$ cat config.mk
export PLATFORM = sky130hd
export DESIGN_NAME = ecc_job_sequencer_flat
export DESIGN_NICKNAME = d
export VERILOG_FILES = /design/src/rtl/ecc_job_sequencer_if.sv /design/src/rtl/ecc_job_sequencer.sv /design/src/flat_wrapper.sv
export SDC_FILE = /design/constraint.sdc
export NUM_CORES = 1
export LEC_CHECK = 0
export ABC_AREA = 1
export BUFFER_PORTS_ARGS = -buffer_cell sky130_fd_sc_hd__buf_2
export CAP_MARGIN = 20
export CORE_MARGIN = 1
export CORE_UTILIZATION = 45
export DETAILED_ROUTE_END_ITERATION = 12
export PLACE_DENSITY = 0.77
export SLEW_MARGIN = 20
export SYNTH_ARGS = -nofsm -noshare
export SYNTH_HDL_FRONTEND = slang
export SYNTH_SLANG_ARGS = --single-unit
export TNS_END_PERCENT = 20
$ cat constraint.sdc
create_clock -name clk -period 10.3 [get_ports clk]
set_input_delay 1.545 -clock clk [delete_from_list [all_inputs] [get_ports clk]]
set_output_delay 1.545 -clock clk [all_outputs]
set_load 0.005 [all_outputs]
$ cat src/rtl/ecc_job_sequencer_if.sv
// Job / APB / result bundle for ecc_job_sequencer.
// The master modport is the sequencer's view. The slave modport is the view of the
// job source, the ECC block and the result sink.
interface ecc_job_sequencer_if #(
  parameter int AMBA_ADDR_WIDTH = 20,
  parameter int AMBA_WORD       = 32
);
  // Job intake
  logic                       job_valid;
  logic                       job_ready;
  logic [AMBA_WORD-1:0]       job_data;
  logic [AMBA_WORD-1:0]       job_noise;
  logic [1:0]                 job_op;
  logic [1:0]                 job_width;
  // APB master toward the ECC block
  logic [AMBA_ADDR_WIDTH-1:0] PADDR;
  logic [AMBA_WORD-1:0]       PWDATA;
  logic                       PSEL;
  logic                       PENABLE;
  logic                       PWRITE;
  // ECC block results
  logic [AMBA_WORD-1:0]       data_out;
  logic                       operation_done;
  logic [1:0]                 num_of_errors;
  // Result delivery
  logic                       res_valid;
  logic                       res_ready;
  logic [AMBA_WORD-1:0]       res_data;
  logic [1:0]                 res_errors;
  logic                       res_timeout;
  logic                       busy;

  modport master (
    input  job_valid, job_data, job_noise, job_op, job_width,
    input  data_out, operation_done, num_of_errors, res_ready,
    output job_ready, PADDR, PWDATA, PSEL, PENABLE, PWRITE,
    output res_valid, res_data, res_errors, res_timeout, busy
  );

  modport slave (
    output job_valid, job_data, job_noise, job_op, job_width,
    output data_out, operation_done, num_of_errors, res_ready,
    input  job_ready, PADDR, PWDATA, PSEL, PENABLE, PWRITE,
    input  res_valid, res_data, res_errors, res_timeout, busy
  );
endinterface

$ cat src/rtl/ecc_job_sequencer.sv
// ecc_job_sequencer: accepts one ECC job at a time and programs the ECC block over APB
// with the write list DATA_IN, CODEWORD_WIDTH (skipped when unchanged), NOISE and CTRL.
// It then waits for operation_done and presents the result on a valid/ready port.
// Optional build macro ECC_SEQ_TIMEOUT_EN adds a WAIT_DONE watchdog that gives up after
// TIMEOUT_CYCLES cycles and returns a zero result with res_timeout set.
module ecc_job_sequencer #(
  parameter int AMBA_ADDR_WIDTH = 20,
  parameter int AMBA_WORD       = 32,
  parameter int TIMEOUT_CYCLES  = 16
) (
  input logic                clk,
  input logic                rst,   // synchronous, active low
  ecc_job_sequencer_if.master bus
);

  if (TIMEOUT_CYCLES < 4 || TIMEOUT_CYCLES > 255) begin : g_bad_timeout
    $error("TIMEOUT_CYCLES must be within 4..255");
  end

  typedef enum logic [2:0] {
    S_IDLE, S_SETUP, S_ACCESS, S_WAIT_DONE, S_RESP
  } state_e;

  typedef enum logic [1:0] {
    E_DATA, E_WIDTH, E_NOISE, E_CTRL
  } entry_e;

  localparam logic [AMBA_ADDR_WIDTH-1:0] ADDR_CTRL  = AMBA_ADDR_WIDTH'(4'h0);
  localparam logic [AMBA_ADDR_WIDTH-1:0] ADDR_DATA  = AMBA_ADDR_WIDTH'(4'h4);
  localparam logic [AMBA_ADDR_WIDTH-1:0] ADDR_WIDTH = AMBA_ADDR_WIDTH'(4'h8);
  localparam logic [AMBA_ADDR_WIDTH-1:0] ADDR_NOISE = AMBA_ADDR_WIDTH'(4'hC);

  state_e               state, state_nxt;
  entry_e               entry, entry_after;

  logic [AMBA_WORD-1:0] job_data_q, job_noise_q;
  logic [1:0]           job_op_q, job_width_q;

  logic                 width_written;
  logic [1:0]           last_width;
  logic                 need_width;

  logic [AMBA_WORD-1:0] res_data_q;
  logic [1:0]           res_errors_q;

  logic                 accept;
  logic                 done_hit;
  logic                 timeout_hit;

  assign accept     = (state == S_IDLE) && bus.job_valid;
  assign done_hit   = (state == S_WAIT_DONE) && bus.operation_done;
  assign need_width = !width_written || (job_width_q != last_width);

`ifdef ECC_SEQ_TIMEOUT_EN
  logic [7:0] wait_cnt;
  logic       res_timeout_q;

  assign timeout_hit = (state == S_WAIT_DONE) && !bus.operation_done &&
                       (wait_cnt == 8'(TIMEOUT_CYCLES - 1));

  // Watchdog: counts cycles spent in WAIT_DONE, and records whether the result is a timeout.
  always_ff @(posedge clk) begin
    if (!rst) begin
      wait_cnt      <= '0;
      res_timeout_q <= 1'b0;
    end else begin
      if (state == S_WAIT_DONE) wait_cnt <= wait_cnt + 8'd1;
      else                      wait_cnt <= '0;
      if (done_hit)         res_timeout_q <= 1'b0;
      else if (timeout_hit) res_timeout_q <= 1'b1;
    end
  end

  assign bus.res_timeout = res_timeout_q;
`else
  assign timeout_hit     = 1'b0;
  assign bus.res_timeout = 1'b0;
`endif

  // State register.
  always_ff @(posedge clk) begin
    // NOTE: sequential state uses non-blocking assignments so that every flop samples pre-edge values.
    if (!rst) state <= S_IDLE;
    else      state <= state_nxt;
  end

  // Next-state logic.
  always_comb begin
    // NOTE: a default first keeps every path assigned, so no latch is inferred.
    state_nxt = state;
    unique case (state)
      S_IDLE:      if (bus.job_valid) state_nxt = S_SETUP;
      S_SETUP:     state_nxt = S_ACCESS;
      S_ACCESS:    state_nxt = (entry == E_CTRL) ? S_WAIT_DONE : S_SETUP;
      S_WAIT_DONE: if (bus.operation_done || timeout_hit) state_nxt = S_RESP;
      S_RESP:      if (bus.res_ready) state_nxt = S_IDLE;
      default:     state_nxt = S_IDLE;
    endcase
  end

  // Entry that follows the current one in the write list.
  always_comb begin
    entry_after = E_CTRL;
    unique case (entry)
      E_DATA:  entry_after = need_width ? E_WIDTH : E_NOISE;
      E_WIDTH: entry_after = E_NOISE;
      E_NOISE: entry_after = E_CTRL;
      default: entry_after = E_CTRL;
    endcase
  end

  // Job payload capture on accept.
  always_ff @(posedge clk) begin
    // NOTE: the payload is not reset. It reaches an output only while the FSM is in
    // SETUP/ACCESS, and a job is always accepted before then.
    if (accept) begin
      job_data_q  <= bus.job_data;
      job_noise_q <= bus.job_noise;
      job_op_q    <= bus.job_op;
      job_width_q <= bus.job_width;
    end
  end

  // Write-list walk, width-written tracking and result capture.
  always_ff @(posedge clk) begin
    if (!rst) begin
      entry         <= E_DATA;
      width_written <= 1'b0;
      last_width    <= 2'd0;
      res_data_q    <= '0;
      res_errors_q  <= 2'd0;
    end else begin
      if (accept) entry <= E_DATA;
      else if (state == S_ACCESS && entry != E_CTRL) entry <= entry_after;

      if (state == S_ACCESS && entry == E_WIDTH) begin
        width_written <= 1'b1;
        last_width    <= job_width_q;
      end

      if (done_hit) begin
        res_data_q   <= bus.data_out;
        res_errors_q <= bus.num_of_errors;
      end else if (timeout_hit) begin
        res_data_q   <= '0;
        res_errors_q <= 2'd0;
      end
    end
  end

  // Output decode: APB drive, handshakes and status.
  always_comb begin
    bus.PSEL      = 1'b0;
    bus.PENABLE   = 1'b0;
    bus.PWRITE    = 1'b0;
    bus.PADDR     = '0;
    bus.PWDATA    = '0;
    bus.job_ready = (state == S_IDLE);
    bus.busy      = (state != S_IDLE);
    bus.res_valid = (state == S_RESP);
    if (state == S_SETUP || state == S_ACCESS) begin
      bus.PSEL    = 1'b1;
      bus.PWRITE  = 1'b1;
      bus.PENABLE = (state == S_ACCESS);
      unique case (entry)
        E_DATA:  begin bus.PADDR = ADDR_DATA;  bus.PWDATA = job_data_q;              end
        E_WIDTH: begin bus.PADDR = ADDR_WIDTH; bus.PWDATA = AMBA_WORD'(job_width_q); end
        E_NOISE: begin bus.PADDR = ADDR_NOISE; bus.PWDATA = job_noise_q;             end
        default: begin bus.PADDR = ADDR_CTRL;  bus.PWDATA = AMBA_WORD'(job_op_q);    end
      endcase
    end
  end

  assign bus.res_data   = res_data_q;
  assign bus.res_errors = res_errors_q;

endmodule

$ cat src/flat_wrapper.sv
// flat-port wrapper written by rule: the top's interface ports become plain ports
module ecc_job_sequencer_flat 
#(
  parameter int AMBA_ADDR_WIDTH = 20,
  parameter int AMBA_WORD       = 32,
  parameter int TIMEOUT_CYCLES  = 16
)
  (clk, rst, bus_job_valid, bus_job_data, bus_job_noise, bus_job_op, bus_job_width, bus_data_out, bus_operation_done, bus_num_of_errors, bus_res_ready, bus_job_ready, bus_PADDR, bus_PWDATA, bus_PSEL, bus_PENABLE, bus_PWRITE, bus_res_valid, bus_res_data, bus_res_errors, bus_res_timeout, bus_busy);
  ecc_job_sequencer_if #(.AMBA_ADDR_WIDTH(AMBA_ADDR_WIDTH), .AMBA_WORD(AMBA_WORD)) bus_i ();
  input logic clk;
  input logic rst;
  input wire logic [$bits(bus_i.job_valid)-1:0] bus_job_valid;
  input wire logic [$bits(bus_i.job_data)-1:0] bus_job_data;
  input wire logic [$bits(bus_i.job_noise)-1:0] bus_job_noise;
  input wire logic [$bits(bus_i.job_op)-1:0] bus_job_op;
  input wire logic [$bits(bus_i.job_width)-1:0] bus_job_width;
  input wire logic [$bits(bus_i.data_out)-1:0] bus_data_out;
  input wire logic [$bits(bus_i.operation_done)-1:0] bus_operation_done;
  input wire logic [$bits(bus_i.num_of_errors)-1:0] bus_num_of_errors;
  input wire logic [$bits(bus_i.res_ready)-1:0] bus_res_ready;
  output wire logic [$bits(bus_i.job_ready)-1:0] bus_job_ready;
  output wire logic [$bits(bus_i.PADDR)-1:0] bus_PADDR;
  output wire logic [$bits(bus_i.PWDATA)-1:0] bus_PWDATA;
  output wire logic [$bits(bus_i.PSEL)-1:0] bus_PSEL;
  output wire logic [$bits(bus_i.PENABLE)-1:0] bus_PENABLE;
  output wire logic [$bits(bus_i.PWRITE)-1:0] bus_PWRITE;
  output wire logic [$bits(bus_i.res_valid)-1:0] bus_res_valid;
  output wire logic [$bits(bus_i.res_data)-1:0] bus_res_data;
  output wire logic [$bits(bus_i.res_errors)-1:0] bus_res_errors;
  output wire logic [$bits(bus_i.res_timeout)-1:0] bus_res_timeout;
  output wire logic [$bits(bus_i.busy)-1:0] bus_busy;
  assign bus_i.job_valid = bus_job_valid;
  assign bus_i.job_data = bus_job_data;
  assign bus_i.job_noise = bus_job_noise;
  assign bus_i.job_op = bus_job_op;
  assign bus_i.job_width = bus_job_width;
  assign bus_i.data_out = bus_data_out;
  assign bus_i.operation_done = bus_operation_done;
  assign bus_i.num_of_errors = bus_num_of_errors;
  assign bus_i.res_ready = bus_res_ready;
  assign bus_job_ready = bus_i.job_ready;
  assign bus_PADDR = bus_i.PADDR;
  assign bus_PWDATA = bus_i.PWDATA;
  assign bus_PSEL = bus_i.PSEL;
  assign bus_PENABLE = bus_i.PENABLE;
  assign bus_PWRITE = bus_i.PWRITE;
  assign bus_res_valid = bus_i.res_valid;
  assign bus_res_data = bus_i.res_data;
  assign bus_res_errors = bus_i.res_errors;
  assign bus_res_timeout = bus_i.res_timeout;
  assign bus_busy = bus_i.busy;
  ecc_job_sequencer #(.AMBA_ADDR_WIDTH(AMBA_ADDR_WIDTH), .AMBA_WORD(AMBA_WORD), .TIMEOUT_CYCLES(TIMEOUT_CYCLES)) u_core (.clk(clk), .rst(rst), .bus(bus_i));
endmodule
Yosys cells after proc, flatten, opt, wreduce, memory -nomap -nowiden

Cells that the tools add are included.

Equal/unequal tests: 12
Multiplexer cells: 13
Bitwise gates (word level): 1
Reductions and logical operators: 12

Operators by type and width:

| operator                                                        | number |
|---|---|
| 32-bit one-hot mux with 3 select lines                          | 1 |
| 32-bit 2-to-1 mux                                               | 1 |
| 20-bit 2-to-1 mux                                               | 1 |
| 3-bit one-hot mux with 5 select lines                           | 1 |
| 4-bit one-hot mux with 3 select lines                           | 1 |
| 3-bit 2-to-1 mux                                                | 3 |
| 2-bit != test, second input constant                            | 4 |
| 3-bit by 2-bit == test with 1-bit output, second input constant | 2 |
| 2-bit == test, second input constant                            | 2 |
| 1-bit logical AND                                               | 4 |
| 2-bit 2-to-1 mux                                                | 2 |
| 2-bit one-hot mux with 2 select lines                           | 1 |
| 3-bit by 1-bit == test with 1-bit output, second input constant | 1 |
| 3-bit == test, second input constant                            | 1 |
| 3-bit zero test                                                 | 1 |
| 3-bit AND reduction                                             | 1 |
| 3-bit nonzero test                                              | 1 |
| 2-bit by 1-bit == test with 1-bit output, second input constant | 1 |
| 2-bit zero test                                                 | 1 |
| 1-bit logical OR                                                | 2 |
| 1-bit 2-to-1 mux                                                | 2 |
| 2-bit != test                                                   | 1 |
| 2-bit OR reduction                                              | 1 |
| 1-bit zero test                                                 | 1 |
| 1-bit inverter                                                  | 1 |

Register bits after elaboration: 110
Logic and storage cells: 48

Depth between registers and ports, before layout

Gate-level depths: netlist of the first run.

Depth after elaboration: 4
Gate-level depth with buffers: 8

Worst setup path after synthesis of the first run

No wires, ideal clock.

Path type: input-to-reg
Start: input port bus_job_valid
End: register u_core.job_data_q[0], enable pin
Arrival time: 4431 ps
Data required time: 9805 ps
Slack: 5374 ps
Stages on the path: 2
Path buffers: 0
Path through: inv_1 nor2_1

Cells in the longest elaborated chain, start to end: 1

RTL lines:

| item                 | line                     | RTL |
|---|---|---|
| from (decl)          | flat_wrapper.sv:12       | `input wire logic [$bits(bus_i.job_valid)-1:0] bus_job_valid;` |
| 1-bit logical AND    | ecc_job_sequencer.sv:50  | `assign accept = (state == S_IDLE) && bus.job_valid;` |
| via u_core.accept    | ecc_job_sequencer.sv:46  | `logic accept;` |
| to (signal assigned) | ecc_job_sequencer.sv:117 | `job_data_q <= bus.job_data;` |
| to (decl)            | ecc_job_sequencer.sv:36  | `logic [AMBA_WORD-1:0] job_data_q, job_noise_q;` |

The timed path passes the listed nets, and every way through them passes these cells.
A chain may end at the register's enable or synchronous reset.

Worst setup path in the final report of the first run

Start: register u_core.state[0]
End: output port bus_PWDATA[2]

Cells in the longest elaborated chain, start to end: 3
Elaborated cells on any way between the ends: 4
Those cells by class: 2 x eq/ne; 1 x mux; 1 x reduce/logical

RTL lines:

| item                                                                                                        | line                     | RTL |
|---|---|---|
| from (decl)                                                                                                 | ecc_job_sequencer.sv:33  | `state_e state, state_nxt;` |
| from (signal assigned)                                                                                      | ecc_job_sequencer.sv:84  | `else state <= state_nxt;` |
| 3-bit by 1-bit == test with 1-bit output / 3-bit by 2-bit == test with 1-bit output (equally long branches) | ecc_job_sequencer.sv:161 | `if (state == S_SETUP \|\| state == S_ACCESS) begin` |
| 1-bit logical OR *                                                                                          | ecc_job_sequencer.sv:161 |  |
| 32-bit 2-to-1 mux *                                                                                         | ecc_job_sequencer.sv:161 |  |
| to (decl)                                                                                                   | flat_wrapper.sv:23       | `output wire logic [$bits(bus_i.PWDATA)-1:0] bus_PWDATA;` |

Every way passes the cells marked *; elsewhere a longest branch is shown, timed or not.

==> results of run 1 <==
## synthesized netlist by cell type
cell type / count
nand4_2: 1
nand2_1: 77
nor2_1: 11
or2_2: 1
inv_2: 1
nor2_2: 1
o21ai_0: 40
a21oi_2: 9
buf_2: 1
nand3_1: 3
nand3_2: 1
buf_6: 5
a21boi_0: 1
buf_4: 20
a31oi_1: 3
a21oi_1: 62
edfxtp_1: 68
buf_1: 1
nand3b_1: 2
clkbuf_1: 15
nand2_2: 3
dfxtp_1: 42
ha_1: 5
conb_1: 1
inv_1: 50
nor3_1: 2
## power by group through the flow
| stage | clock network, W | logic, W | registers (W) |
|---|---|---|---|
| floorplan | 0 | 0.0000683 | 0.000519 |
| global placement | 0 | 0.000110 | 0.000517 |
| CTS | 0.000268 | 0.000113 | 0.000509 |
| global route | 0.000281 | 0.000126 | 0.000511 |
| finish | 0.000259 | 0.000110 | 0.000509 |
| detailed placement | 0 | 0.000112 | 0.000519 |
## final timing paths
kind / end / cells after the start / start
min: u_core.bus.res_data[12] / 2 / u_core.bus.res_data[12]
max: bus_PWDATA[2] / 6 / u_core.state[0]
max reg2reg: u_core.job_data_q[11] / 4 / u_core.state[0]
min reg2reg: u_core.bus.res_data[12] / 2 / u_core.bus.res_data[12]
## cells by family (layout without fill, tap and decap cells)
| kind of cell | count (synthesis) | count (layout) | share of synthesized area (%) |
|---|---|---|---|
| buffers and inverters | 93 | 250 | 10.4 |
| DFF | 110 | 110 | 64.8 |
| other | 1 | 20 | 0.0842 |
| adders and majority gates | 5 | 5 | 1.41 |
| AOI/OAI and AO/OA | 115 | 115 | 13.8 |
| and+or+nand+nor | 102 | 102 | 9.53 |
## per-stage QoR
stage	util, %	std cells	power [W]	cell area, um^2	setup slack [ns]
global route	58.9	730	0.000919	5550	6.40
global placement	56.7	714	0.000627	5340	6.81
CTS	58.9	730	0.000890	5550	6.54
floorplan	-	444	0.000587	4520	5.37
finish	59.0	731	0.000878	5550	6.63
detailed placement	56.7	714	0.000631	5340	6.96
## critical path, cell delays in order (launching register included)
cell	delay, ns
dfxtp_1	0.39
nor2_2	0.23
nand2_2	0.10
nand2_2	0.13
nand2_2	0.40
a21oi_1	0.34
buf_2	0.16
## registers in the layout, summed over array words and instances (netlist names)
| signal | count |
|---|---|
| u_core.bus.res_data | 32 |
| u_core.state | 3 |
| u_core.last_width | 2 |
| u_core.job_op_q | 2 |
| u_core.job_data_q | 32 |
| u_core.entry | 2 |
| u_core.bus.res_errors | 2 |
| u_core.job_noise_q | 32 |
| u_core.width_written | 1 |
| u_core.job_width_q | 2 |
## cell type report
class / instances / area (um^2) / share of cell area (%)
Sequential cell: 110 / 2880 / 51.9
Multi-Input combinational cell: 241 / 1180 / 21.3
Timing Repair Buffer: 183 / 923 / 16.6
Inverter: 51 / 191 / 3.45
Tap cell: 129 / 161 / 2.91
Clock buffer: 9 / 124 / 2.23
Clock inverter: 7 / 81.3 / 1.47
Antenna cell: 1 / 2.50 / 0.0451
## layer usage
metal,wire length (um),vias to the layer above
met1,3450,1513
met2,5100,115
met5,0,-
met3,551,17
met4,195,0
li1,-,1712
## cell usage in the layout (no fill, tap or decap), types with 2 or more instances in the layout
cell      count
edfxtp_1     68
a21oi_2       9
inv_1        50
nor3_1        2
a31oi_1       3
nand3_1       3
inv_6         2
a21oi_1      62
inv_8         2
conb_1       19
buf_4         3
dfxtp_1      42
o21ai_0      40
nor2_1       10
nand2_1      77
clkbuf_8      9
ha_1          4
nand3b_1      2
nand2_2       3
buf_2       180
==> summary.md, run 1 <==
| Metric | Value |
|---|---|
| First drt pass iteration count | 4 |
| Fin Hold WS | 0.451 ns |
| CP arrival | 2.12 ns |
| Outcome | finished, final reports clean |
| Post_cts resized | 0 |
| Combinational share of power | 12.6% |
| Final period utilization | 35.6% |
| Largest area contributor in the netlist | edfxtp_1 |
| Reg2Reg Setup Slack | about 8.4 ns |
| Crit Path Max Fanout | 31 |
| Share of cells above drive strength 1 | 36.3% |
| WL/cell | 12.7 um |
| Req. time, crit path | between 8 and 9 ns |
| Die width | 101 um |
| DRC viols | 0 |
| Layout Skew | 0.0101 ns |
| Vias in the first global route | roughly 3200 |
| Net Sw Frac | 26.7% |
| # H-tree levels | 3 |
| Pleak | 2.49 nW |
| Grt met2 use | 34.5% |
| Initial Util | 47.3% |
| Die H | 101 um |
| Final ANT Viol Nets | 0 |
| Clock insertion delay at the later pin of the skew report | between 0.3 and 0.4 ns |
| Post-CTS Setup Inserts | 0 |
| Syn. warnings | 0 |
| Clk pin slew, worst setup/hold paths | roughly 0.11 ns |
| GRT overflow | 0 |
| TritonCTS clock tree | yes |
| Synth area leaders | edfxtp_1 (46%), dfxtp_1 (19%), a21oi_1 (7.0%) |
| Die area | roughly 10000 um^2 |
| Final setup fails | 0 |
| CP Capture Type | output port |
| Avg Cell Area, Syn | 10.5 um^2 |
| Nets | approximately 710 |
| Antenna violations before repair | 1 |
| Hold crit path type | register to register |
| Worst Max-Slew Pin Slew | around 0.84 ns |
| Vias per inst | 4.59 |
| Post-synthesis sequential area ratio | 64.8% |
| Gr usage total | 18.1% |
| Final hold vios | 0 |
| DP HPWL | 6760 um |
| DR iter-0 viols | 110 |
| Rows | 35 |
| Final Critical Period | 3.67 ns |
| Layout fillers | ~830 |
| RSZ-0062 raised after global routing | no |
| Flops & latches, synth | 110 |
| First-pass GRT wire length | 14300 um |
| Critical path class | register to output port |
| Hold Buf Count CTS | 0 |
| Maximum root-to-sink buffer count | 2 |
| Internal power | between 0.0006 and 0.0007 W |
| Mapped Area | 4450 um^2 |
| Critical Path Start Type | register |
| I/O pins | 200 |
| Post-Route WL | 9300 um |
| Port Buffers | 180 |
| Post-synth top area share | 45.9% |
| Sink Count | 110 |
| Met3 usage | 4.69% |
| Max Cap Viol | 0 |
| Mapped Cells | between 400 and 500 |
| Max_slew headroom | a little over two fifths |
| TNS Setup | 0 ns |
| Area delta synth->final | 24.7% |
| GPL Wtd Cong | between 0.7 and 0.8 |
| NetSw | 0.000235 W |
| Final Max Tran Viols | 0 |
| Fmax | 0.273 GHz |
| Grt peak-use layer | met2 |
| Seq pwr share | between 50% and 60% |
| Number of CTS-inserted buffers | 9 |
| Core ar. | 9420 um^2 |
| Root Driver | clkbuf_8 |
| Vias | 3357 |
| Worst vdd ir | 0.0000913 V |
| Met1 usage | 18.5% |
| Clk pwr share | slightly below 30% |
| Total power divided by cell area | 158 nW/um^2 |
| Count of different cell masters after synthesis | 26 |
| Largest net degree at the start of global routing | 70 |
Note: power is estimated with default switching activity, not from simulation.
==> inputs of run 2 (changes only) <==
CORE_UTILIZATION = 42   (was 45)
PLACE_DENSITY = 0.75   (was 0.77)
clock period = 3.3 ns   (was 10.3 ns; I/O delays follow)
==> run 2 against run 1 <==
Compared with the run above:
- global-route usage decreased by 0.49 points
- wire length increased by 2.6%
- first-iteration DRC count increased by 77%
- sequential share of layout area about the same
- sequential power increased to 3.1 times the previous value
- critical path depth unchanged
- final cell count increased by 0.96%
- final area about the same
- clock power increased to 2.9 times the previous value
- non-clock buffer count increased by 1
- critical path type unchanged
==> summary.md, run 2 (same netlist as run 1, synthesis figures left out) <==
| Metric | Value |
|---|---|
| Count of non-filler cells in the finished layout | 738 (was 731) |
| Sink Count | 110 (unchanged) |
| Crit Path Max Fanout | 23 (was 31) |
| Core ar. | 10300 um^2 (was 9420 um^2) |
| TNS Setup | 0 ns (unchanged) |
| Inserted Diodes | 0 (was 1) |
| Setup ws final | 0.552 ns (was 6.63 ns) |
| Hold crit path type | input port to register (was register to register) |
| Max Cap Viol | 0 (unchanged) |
| Req. time, crit path | 2.80 ns (was 8.76 ns) |
| # H-tree levels | 3 (unchanged) |
| Total power divided by cell area | 483 nW/um^2 (was 158 nW/um^2) |
| Area delta synth->final | 24.6% (was 24.7%) |
| Final Max Tran Viols | 0 (unchanged) |
| Maximum root-to-sink buffer count | 2 (unchanged) |
| Final period utilization | 83.3% |
| Final ANT Viol Nets | 0 (unchanged) |
| Post-Route WL | 9540 um (was 9300 um) |
| DRC viols | 0 (unchanged) |
| Number of CTS-inserted buffers | 9 (unchanged) |
| Worst vdd ir | 0.000344 V (was 0.0000913 V) |
| Most common cell after layout, fill and taps aside | buf_2 (unchanged) |
| GPL Wtd Cong | 0.788 (was 0.747) |
| CP Capture Type | output port (unchanged) |
| Post_cts resized | 0 (unchanged) |
| Port Buffers | 180 (unchanged) |
| First-pass GRT wire length | 14700 um (was 14300 um) |
| Antenna violations before repair | 0 (was 1) |
| Vias in the first global route | 3209 (was 3211) |
| Clk pin slew, worst setup/hold paths | 0.11 ns (about the same) |
| Final Critical Period | 2.75 ns |
| Final hold vios | 0 (unchanged) |
| Pre-CTS setup slack | 0.958 ns (was 6.96 ns) |
| Worst Max-Slew Pin Slew | 0.793 ns (was 0.843 ns) |
| First drt pass iteration count | 4 (unchanged) |
| Critical Path Start Type | register (unchanged) |
| Die area | 11000 um^2 (was 10300 um^2) |
| Rows | 37 (was 35) |
| RSZ-0062 raised after global routing | no (unchanged) |
| TritonCTS clock tree | yes (unchanged) |
| Die width | 105 um (was 101 um) |
| DP Cell Count | 722 (was 714) |
| Pleak | 2.49 nW (about the same) |
| GRT overflow | 0 (unchanged) |
| Hold Buf Count CTS | 0 (unchanged) |
| Initial Util | 43.3% (was 47.3%) |
| Max_slew headroom | 47.1% (was 43.8%) |
| CP arrival | 2.25 ns (was 2.12 ns) |
| Post-CTS Setup Inserts | 0 (unchanged) |
| Vias | 3375 (was 3357) |
| Die H | 105 um (was 101 um) |
| Layout fillers | 929 (was 833) |
| Share of cells above drive strength 1 | 36.2% (was 36.3%) |
| Root Driver | clkbuf_8 (unchanged) |
| Nets | 709 (was 708) |
| Post-DP Area | 5370 um^2 (was 5340 um^2) |
| Outcome | finished, final reports clean (unchanged) |
| Most frequent cells in the layout | buf_2 (180), nand2_1 (77), edfxtp_1 (68) (unchanged) |
| Vias per inst | 4.57 (was 4.59) |
| I/O pins | 200 (unchanged) |
| WL/cell | 12.9 um (was 12.7 um) |
| Final setup fails | 0 (unchanged) |
| Clock insertion delay at the later pin of the skew report | 0.38 ns (was 0.37 ns) |
| DR iter-0 viols | 195 (was 110) |
| Critical path class | register to output port (unchanged) |
| DP HPWL | 7040 um (was 6760 um) |
| Fmax | 0.364 GHz |
| Fin area | 5550 um^2 (about the same) |
| Layout Skew | 0.00977 ns (was 0.0101 ns) |
| Largest net degree at the start of global routing | 70 (unchanged) |
| Gr usage total | 17.6% (was 18.1%) |
==> run 2: cell count changes in the layout (fill, tap and decap cells not counted) <==
cell,delta
clkinv_4,+1
clkinv_2,+2
clkinv_8,-1
inv_8,-2
diode_2,-1
ha_2,-1
ha_1,+1
inv_6,+1
inv_12,-1
buf_12,+1
==> run 2: through the flow <==
| step | hold WS, ns | total power [W] | util (%) |
|---|---|---|---|
| final | 0.277 | 0.00268 | 54.0 |
| after global routing | 0.260 | 0.00281 | 54.0 |
| after CTS | 0.265 | 0.00271 | 54.0 |
| after detailed placement | 0.434 | 0.00197 | 52.2 |
| after global placement | 0.429 | 0.00196 | 52.2 |
| after floorplan | 0.435 | 0.00183 | - |
==> run 2: layer usage <==
| metal | track usage (%) | part of all wire [%] | wire length, um |
|---|---|---|---|
| met1 | 19.8 | 40 | 3820 |
| met2 | 30.3 | 51 | 4890 |
| met3 | 4.24 | 5.0 | 479 |
| met5 | 0 | 0 | 0 |
| met4 | 10.4 | 3.6 | 342 |
==> run 2: worst max-delay path, cell delays in order, from the launching register on <==
cell     delay, ns
dfxtp_1       0.36
inv_1         0.12
ha_1          0.69
buf_4         0.32
nand2_1       0.08
a21oi_1       0.16
buf_2         0.15
==> run 2: path summary, 6_finish.rpt <==
kind	start	end	slack, ns	depth (start not counted)
setup reg to reg	u_core.state[0]	u_core.job_noise_q[3]	1.22	4
hold reg to reg	u_core.bus.res_data[26]	u_core.bus.res_data[26]	0.45	2
hold / removal	bus_job_data[11]	u_core.job_data_q[11]	0.28	1
setup / recovery	u_core.entry[0]	bus_PWDATA[31]	0.55	6
==> run 2: area by class of cell <==
class / instances / area (um^2) / area share, %
clock buffers: 9 / 124 / 2.23
clock inverters: 7 / 53.8 / 0.970
inverters: 51 / 191 / 3.45
multi-input cells: 241 / 1180 / 21.3
flip-flops and latches: 110 / 2880 / 52.0
well taps: 136 / 170 / 3.07
repair buffers: 184 / 943 / 17.0
==> run 2: power breakdown <==
group          internal (W)  leakage [nW]  total [W]  switching [W]
registers           0.00156         0.986    0.00159      0.0000292
clock network      0.000283        0.0944   0.000744       0.000461
logic              0.000145          1.41   0.000352       0.000207
==> inputs of run 3 (changes only) <==
CORE_UTILIZATION = 45   (was 42)
PLACE_DENSITY = 0.77   (was 0.75)
clock period = 2.6 ns   (was 3.3 ns; I/O delays follow)
==> run 3 against run 2 <==
Compared with the run above:
- worst hold slack worse by 0.095 ns
- utilization rose by 5.2 points
- register-to-register slack lost 0.29 ns
- final area is 0.36% higher
- clock skew rose by 0.0026 ns
- via count is 0.41% higher
- combinational power rose by 30%
- largest power group unchanged
==> summary.md, run 3 (same netlist as run 1, synthesis figures left out) <==
| Metric | Value |
|---|---|
| CP Capture Type | output port (unchanged) |
| Die width | 101 um (was 105 um) |
| Critical Path Start Type | register (unchanged) |
| Fin Hold WS | 0.182 ns (was 0.277 ns) |
| CP Cell Sequence | inv_1 > ha_1 > buf_12 > nand2_1 > a21oi_1 > buf_2 (was inv_1 > ha_1 > buf_4 > nand2_1 > a21oi_1 > buf_2) |
| Max incr delay on CP | 0.44 ns (was 0.69 ns) |
| Clock insertion delay at the later pin of the skew report | 0.37 ns (was 0.38 ns) |
| Final hold vios | 0 (unchanged) |
| Worst Max-Slew Pin Slew | 0.559 ns (was 0.793 ns) |
| Vias | 3389 (was 3375) |
| Most common cell after layout, fill and taps aside | buf_2 (unchanged) |
| Fmax | around 0.44 GHz |
| Req. time, crit path | 2.21 ns (was 2.80 ns) |
| Final ANT Viol Nets | 0 (unchanged) |
| Max_slew headroom | 62.7% (was 47.1%) |
| Rows | 35 (was 37) |
| Final period utilization | 87.8% |
| Layout Skew | 0.0124 ns (was 0.00977 ns) |
| Clk pin slew, worst setup/hold paths | 0.11 ns (about the same) |
| DP HPWL | 6710 um (was 7040 um) |
| Vias in the first global route | 3115 (was 3209) |
| Maximum root-to-sink buffer count | 2 (unchanged) |
| Hold crit path type | input port to register (unchanged) |
| GPL Wtd Cong | 0.843 (was 0.788) |
| Share of cells above drive strength 1 | 36.2% (unchanged) |
| Crit Path Max Fanout | 27 (was 23) |
| Die area | 10300 um^2 (was 11000 um^2) |
| Post-Route WL | 9630 um (was 9540 um) |
| Max Cap Viol | 0 (unchanged) |
| Count of non-filler cells in the finished layout | 731 (was 738) |
| Final Max Tran Viols | 0 (unchanged) |
| Delay-heaviest family, CP | buffers and inverters (was adder cells) |
| Die H | 101 um (was 105 um) |
| CP arrival | 1.89 ns (was 2.25 ns) |
| GRT overflow | 0 (unchanged) |
| Final setup fails | 0 (unchanged) |
| TritonCTS clock tree | yes (unchanged) |
| Area delta synth->final | 25.0% (was 24.6%) |
| Total power divided by cell area | 620 nW/um^2 (was 483 nW/um^2) |
| Worst vdd ir | 0.000274 V (was 0.000344 V) |
| Largest net degree at the start of global routing | 70 (unchanged) |
| # H-tree levels | 3 (unchanged) |
| DRC viols | 0 (unchanged) |
| I/O pins | 200 (unchanged) |
| Final Critical Period | 2.28 ns |
| WL/cell | 13.2 um (was 12.9 um) |
| First-pass GRT wire length | 14600 um (was 14700 um) |
| Post_cts resized | 0 (unchanged) |
| Core ar. | 9420 um^2 (was 10300 um^2) |
| Port Buffers | 180 (unchanged) |
| Most frequent cells in the layout | buf_2 (180), nand2_1 (77), edfxtp_1 (68) (unchanged) |
| Root Driver | clkbuf_8 (unchanged) |
| Critical path class | register to output port (unchanged) |
| Gr usage total | 18.7% (was 17.6%) |
| DP Cell Count | 715 (was 722) |
| Finished Core Util | 59.1% (was 54.0%) |
| TNS Setup | 0 ns (unchanged) |
| Total Power | 0.00345 W (was 0.00268 W) |
| First drt pass iteration count | 6 (was 4) |
| Initial Util | 47.3% (was 43.3%) |
| Outcome | finished, final reports clean (unchanged) |
| Inserted Diodes | 0 (unchanged) |
| Layout fillers | 836 (was 929) |
| Number of CTS-inserted buffers | 9 (unchanged) |
| Sink Count | 110 (unchanged) |
| Antenna violations before repair | 0 (unchanged) |
| Slowest CP cell | ha_1 (unchanged) |
| Vias per inst | 4.64 (was 4.57) |
| RSZ-0062 raised after global routing | no (unchanged) |
| DR iter-0 viols | 145 (was 195) |
| WP buf/inv | 3 (unchanged) |
| Nets | 709 (unchanged) |
| Hold Buf Count CTS | 0 (unchanged) |
| Post-CTS Setup Inserts | 0 (unchanged) |
| Pleak | 2.50 nW (was 2.49 nW) |
[run 3: per-stage QoR]
step / worst slack, ns / cell area [um^2]
after floorplan: 0.466 / 4530
after global placement: 0.690 / 5370
after detailed placement: 0.532 / 5370
after CTS: 0.121 / 5560
after global routing: 0.170 / 5570
final: 0.317 / 5570
[run 3: final timing paths]
kind / start / endpoint / slack, ns / cells after the start
worst min register to register: u_core.bus.res_data[13] / u_core.bus.res_data[13] / 0.45 / 2
worst min-delay path: bus_job_data[18] / u_core.job_data_q[18] / 0.18 / 1
worst max-delay path: u_core.entry[0] / bus_PWDATA[16] / 0.32 / 6
worst max register to register: u_core.state[0] / u_core.job_noise_q[4] / 0.93 / 4
[run 3: area by class of cell]
cell class	count	area, um^2	area share (%)
Sequential cell	110	2880	51.8
Multi-Input combinational cell	241	1190	21.3
Timing Repair Buffer	184	956	17.2
Inverter	51	191	3.44
Tap cell	129	161	2.90
Clock buffer	10	138	2.47
Clock inverter	6	51.3	0.922
[run 3: layer usage]
layer	GRT usage, %	up-vias	wire length, um
met5	0	-	0
met4	8.47	0	170
met3	4.55	12	546
met2	31.6	123	4900
met1	22.7	1541	4010
li1	-	1713	-
[run 3: power breakdown]
| group | internal [W] | switching (W) |
|---|---|---|
| clock network | 0.000391 | 0.000593 |
| logic | 0.000187 | 0.000269 |
| registers | 0.00198 | 0.0000362 |
